File: config.mk
export PLATFORM = sky130hd
export DESIGN_NAME = wb_stage
export DESIGN_NICKNAME = d
export VERILOG_FILES = /design/src/rtl/wb_stage.sv
export SDC_FILE = /design/constraint.sdc
export NUM_CORES = 1
export LEC_CHECK = 0
export BUFFER_PORTS_ARGS = -buffer_cell sky130_fd_sc_hd__buf_2
export CAP_MARGIN = 30
export CORE_MARGIN = 1
export CORE_UTILIZATION = 35
export CTS_CLUSTER_SIZE = 24
export DETAILED_ROUTE_END_ITERATION = 7
export HOLD_SLACK_MARGIN = 0.06
export PLACE_DENSITY_LB_ADDON = 0.08
export SETUP_SLACK_MARGIN = 0.5
export SYNTH_ARGS = -nofsm -noshare
export SYNTH_HDL_FRONTEND = slang
export SYNTH_SLANG_ARGS = --single-unit
File: constraint.sdc
create_clock -name clk -period 3.6 [get_ports clk]
set_input_delay 0.54 -clock clk [delete_from_list [all_inputs] [get_ports clk]]
set_output_delay 0.54 -clock clk [all_outputs]
set_load 0.005 [all_outputs]
File: src/rtl/wb_stage.sv
// Writeback stage: load alignment, RF write select, HI/LO ownership,
// registered debug trace and retired-instruction counter.
module wb_stage #(
  parameter logic [31:0] RESET_PC = 32'hBFC0_0000,
  parameter int unsigned CNT_W    = 32
) (
  input  logic             clk,
  input  logic             rst,
  input  logic             wb_valid,
  input  logic             stall0,
  input  logic             wreg,
  input  logic [4:0]       regdst,
  input  logic [1:0]       result_sel,
  input  logic [3:0]       load_type,
  input  logic [3:0]       byte_valid,
  input  logic [31:0]      ALU_result,
  input  logic [31:0]      mem_rdata,
  input  logic [31:0]      rf_rdata0_fw,
  input  logic [31:0]      rf_rdata1_fw,
  input  logic             SC_result_sel,
  input  logic [63:0]      MulDiv_result,
  input  logic             whi,
  input  logic             wlo,
  input  logic             hi_i_sel,
  input  logic             lo_i_sel,
  input  logic [31:0]      PC_plus4,
  output logic             rf_we,
  output logic [4:0]       rf_waddr,
  output logic [31:0]      rf_wdata,
  output logic [31:0]      hi_o,
  output logic [31:0]      lo_o,
  output logic [31:0]      debug_wb_pc,
  output logic [3:0]       debug_wb_rf_wen,
  output logic [4:0]       debug_wb_rf_wnum,
  output logic [31:0]      debug_wb_rf_wdata,
  output logic [CNT_W-1:0] retired_cnt
);

  typedef enum logic [3:0] {
    LD_W  = 4'd0,
    LD_B  = 4'd1,
    LD_BU = 4'd2,
    LD_H  = 4'd3,
    LD_HU = 4'd4,
    LD_WL = 4'd5,
    LD_WR = 4'd6
  } load_e;

  typedef enum logic [1:0] {
    RES_ALU  = 2'd0,
    RES_LOAD = 2'd1,
    RES_LINK = 2'd2,
    RES_SC   = 2'd3
  } res_e;

  logic        done;
  logic        fire;
  logic [1:0]  off;
  logic [1:0]  inv_off;
  logic [31:0] pc;
  logic [31:0] shr_word;
  logic [31:0] lwl_word;
  logic [15:0] half;
  logic [31:0] merge_src;
  logic [31:0] merged;
  logic [31:0] load_data;
  logic [31:0] hi_q, lo_q;
  logic [31:0] hi_next, lo_next;

  // done marks that the instruction held in MEM/WB has already committed.
  assign fire    = wb_valid & ~done;
  assign off     = ALU_result[1:0];
  assign inv_off = ~off;
  assign pc      = PC_plus4 - 32'd4;

  assign shr_word = mem_rdata >> {off, 3'b000};
  assign lwl_word = mem_rdata << {inv_off, 3'b000};
  assign half     = off[1] ? mem_rdata[31:16] : mem_rdata[15:0];

  always_comb begin
    merge_src = (load_type == LD_WL) ? lwl_word : shr_word;
    merged    = '0;
    for (int unsigned i = 0; i < 4; i++)
      merged[8*i +: 8] = byte_valid[i] ? merge_src[8*i +: 8] : rf_rdata1_fw[8*i +: 8];
  end

  always_comb begin
    load_data = mem_rdata;
    case (load_e'(load_type))
      LD_B:    load_data = {{24{shr_word[7]}}, shr_word[7:0]};
      LD_BU:   load_data = {24'd0, shr_word[7:0]};
      LD_H:    load_data = {{16{half[15]}}, half};
      LD_HU:   load_data = {16'd0, half};
      LD_WL,
      LD_WR:   load_data = merged;
      default: load_data = mem_rdata;
    endcase
  end

  always_comb begin
    rf_wdata = ALU_result;
    case (res_e'(result_sel))
      RES_ALU:  rf_wdata = ALU_result;
      RES_LOAD: rf_wdata = load_data;
      RES_LINK: rf_wdata = PC_plus4 + 32'd4;
      RES_SC:   rf_wdata = {31'd0, SC_result_sel};
      default:  rf_wdata = ALU_result;
    endcase
  end

  assign rf_we    = fire & wreg & (regdst != 5'd0);
  assign rf_waddr = regdst;

  assign hi_next = hi_i_sel ? rf_rdata0_fw : MulDiv_result[63:32];
  assign lo_next = lo_i_sel ? rf_rdata0_fw : MulDiv_result[31:0];
  assign hi_o    = (fire & whi) ? hi_next : hi_q;
  assign lo_o    = (fire & wlo) ? lo_next : lo_q;

  always_ff @(posedge clk) begin
    if (rst) begin
      done              <= 1'b0;
      hi_q              <= '0;
      lo_q              <= '0;
      debug_wb_pc       <= RESET_PC;
      debug_wb_rf_wen   <= '0;
      debug_wb_rf_wnum  <= '0;
      debug_wb_rf_wdata <= '0;
      retired_cnt       <= '0;
    end else begin
      if (!stall0)
        done <= 1'b0;
      else if (fire)
        done <= 1'b1;
      if (fire & whi)
        hi_q <= hi_next;
      if (fire & wlo)
        lo_q <= lo_next;
      debug_wb_rf_wen <= {4{rf_we}};
      if (fire) begin
        debug_wb_pc       <= pc;
        debug_wb_rf_wnum  <= regdst;
        debug_wb_rf_wdata <= rf_wdata;
        retired_cnt       <= retired_cnt + CNT_W'(1);
      end
    end
  end

endmodule

==> results.sh <==
export IMPL_status="finished clean"
export IMPL_ys_ff_latch=167
export IMPL_grt_start_max_net_pins=97
export IMPL_worstMarginPinSlew_ps=941
export IMPL_async_flop_share=0
export IMPL_dpl_hpwl_um=39800
export IMPL_port_buffers=455
export IMPL_place_congestion=0.947
export IMPL_power_density_nw_per_um2=350
export IMPL_finClkSkew_ps=8.99
export IMPL_fin_crit_ps=3070
export IMPL_worstPathMaxFanout=9
export IMPL_synth_cell_type_count=81
export IMPL_core_area_um2=31900
export IMPL_finalMaxSlewViolations=0
export IMPL_clock_path_buffers=2
export IMPL_yosysTopAreaCell="dfxtp_1"
export IMPL_dr_pass1_iters=5
export IMPL_stdcell_count=2358
export IMPL_arrival_ps=2530
export IMPL_clk_latency_ps=450
export IMPL_place_inst=2309
export IMPL_ant_nets=0
export IMPL_drtIter0Drc=978
export IMPL_cts_tree="done"
export IMPL_start_util=0.359
export IMPL_synth_ff_type="dfxtp_1"
export IMPL_synth_top_area_frac=0.292
export IMPL_hold_viol_final=0
export IMPL_routedWlPerCell_um=21.6
export IMPL_yosys_area_share_simple=0.264
export IMPL_grt_first_pass_wirelength_um=74400
export IMPL_synth_xor_area_frac=0.0405
export IMPL_worst_hold_path_type="primary input to flop"
export IMPL_grt_setup_unrepaired="true"
export IMPL_relSlewSlack=0.373
export IMPL_crit_start="PC_plus4[6]"
export IMPL_grt_pass1_vias=12365
export IMPL_synth_compound_area_frac=0.227
export IMPL_root_buffer="clkbuf_16"
export IMPL_synthAdderAreaFrac=0.00415
export IMPL_start_kind="primary input"
export IMPL_fin_hold_ws_ps=316
export IMPL_antenna_found_initial=4
export IMPL_drive_above_1_share=0.332
export IMPL_syn2layout_area_growth_pct=32.6
export IMPL_grt_ovfl_total=0
export IMPL_setup_worst_path_class="primary input to primary output"
export IMPL_fmax_ghz=0.325
export IMPL_post_route_period_util=0.854
export IMPL_rr_startpoint="done$_SDFFE_PP0P_"
export IMPL_die_w_um=183
export IMPL_die_h_um=183
export IMPL_endpoint_kind="primary output"
export IMPL_num_vias=13259
export IMPL_drv_cap=0
export IMPL_synth_most_common_cell="dfxtp_1"
export IMPL_setup_viol=0
export IMPL_dieArea_um2=33500
export IMPL_syn_nets=1749
export IMPL_cts_buffers=17
export IMPL_fin_setup_tns_ps=0
export IMPL_synth_area_leaders="dfxtp_1 29%, mux2i_1 8.2%, o21ai_0 5.6%"
export IMPL_syn_area_um2=11500
export IMPL_track_usage=0.294
export IMPL_peakVddDrop_v=0.000346
export IMPL_viasPerCell=5.62
export IMPL_synth_edf_count=0
export IMPL_yosys_mux_area_fraction=0.111
export IMPL_synth_commonest_cells="167 x dfxtp_1, 162 x nand2_1, 129 x nor2_1, 129 x o21ai_0, 96 x clkbuf_1"
export IMPL_syn_area_per_cell_um2=7.65
export IMPL_h_tree_depth=4
export IMPL_synth_top_family_by_area="simple AND/OR/NAND/NOR gates"
export IMPL_holdCritStartpoint="stall0"
export IMPL_ios=456
export IMPL_path_clk_slew_ps=70
export IMPL_drt_total_wl_um=51000
export IMPL_drcViolationCount=0
export IMPL_yosys_warnings=0
export IMPL_cts_sinks=167
export IMPL_syn_inst=1497
export IMPL_worstPathRequired_ps=3060
export IMPL_row_count=65
export IMPL_leakage_nw=6.70
export IMPL_seq_area_frac_synth=0.292
export IMPL_num_nets_final=2159
cells by family after synthesis:
group           Yosys count
compound gates          387
xor+xnor                 53
fa+ha+maj                 4
buf+inv                 167
flops                   167
mux                     121
simple gates            598
cell usage in the layout (no fill, tap or decap), types with 6 or more instances in the layout:
cell / instances
and2_1: 71
a221oi_1: 9
a22oi_1: 7
or4_1: 12
a211oi_1: 31
nand3_1: 50
nand4_1: 21
dfxtp_1: 167
a21oi_1: 50
nor2b_1: 16
xor2_1: 21
and3_1: 16
or3_1: 13
xnor2_1: 32
o22a_1: 7
a2111oi_0: 7
mux2_2: 25
nor3_1: 34
nor2_1: 129
a2bb2oi_1: 11
clkbuf_16: 17
o32ai_1: 6
clkbuf_4: 10
o31ai_1: 10
a311o_1: 8
nor4_1: 24
nand2_1: 156
nand2b_1: 12
mux2i_1: 92
o211ai_1: 8
inv_1: 24
o21ai_0: 127
a311oi_1: 19
inv_6: 6
buf_2: 431
a31oi_1: 20
buf_4: 77
timing repair:
item	CTS	global route
resized for setup	23	55
setup endpoints to repair	15	28
cloned	0	0
buffers inserted	7	7
hold buffers	0	0
pin swaps	11	11
path summary, 6_finish.rpt:
path	endpoint	slack (ps)	depth (start not counted)
setup / recovery	rf_wdata[23]	530	7
hold / removal	done$_SDFFE_PP0P_	320	2
hold reg to reg	debug_wb_rf_wnum[0]$_SDFFE_PP0P_	450	2
setup reg to reg	debug_wb_pc[26]$_SDFFE_PP1P_	1310	6
stage by stage:
stage / util / cell area, µm² / setup slack, ps / total power [W]
3_3_place_gp: 0.445 / 14200 / 209 / 0.00332
2_1_floorplan: - / 11500 / 614 / 0.00269
5_1_grt: 0.476 / 15200 / 474 / 0.00555
6_report: 0.476 / 15200 / 527 / 0.00532
4_1_cts: 0.468 / 14900 / 498 / 0.00532
3_5_place_dp: 0.445 / 14200 / 220 / 0.00332
per-layer routing:
layer / part of all wire / track usage
met1: 0.43 / 0.378
met2: 0.46 / 0.471
met3: 0.085 / 0.0788
met4: 0.025 / 0.106
met5: 0.00020 / 0
power breakdown:
| part | switching (W) | internal, W |
|---|---|---|
| clock | 0.000865 | 0.00111 |
| combinational | 0.000797 | 0.000556 |
| sequential | 0.0000468 | 0.00195 |
| total | 0.00171 | 0.00361 |
layout make-up:
class	instances	area (µm²)
Multi-Input combinational cell	1163	7570
Clock buffer	17	425
Sequential cell	167	3340
Inverter	27	101
Fill cell	3357	16700
Tap cell	435	544
Antenna cell	3	7.51
Timing Repair Buffer	531	3010
Clock inverter	15	189
registers in the layout, summed over array words and instances, names as in the netlist:
register / count
done: 1
debug_wb_pc: 32
retired_cnt: 32
debug_wb_rf_wen: 1
lo_q: 32
debug_wb_rf_wdata: 32
hi_q: 32
debug_wb_rf_wnum: 5
worst max-delay path: stages:
cell	delay (ps)
buf_6	130
nand2_4	90
or4_4	590
or4_4	560
a311o_1	410
nand2_1	90
buf_6	110
Note: power is estimated with default switching activity, not from simulation.
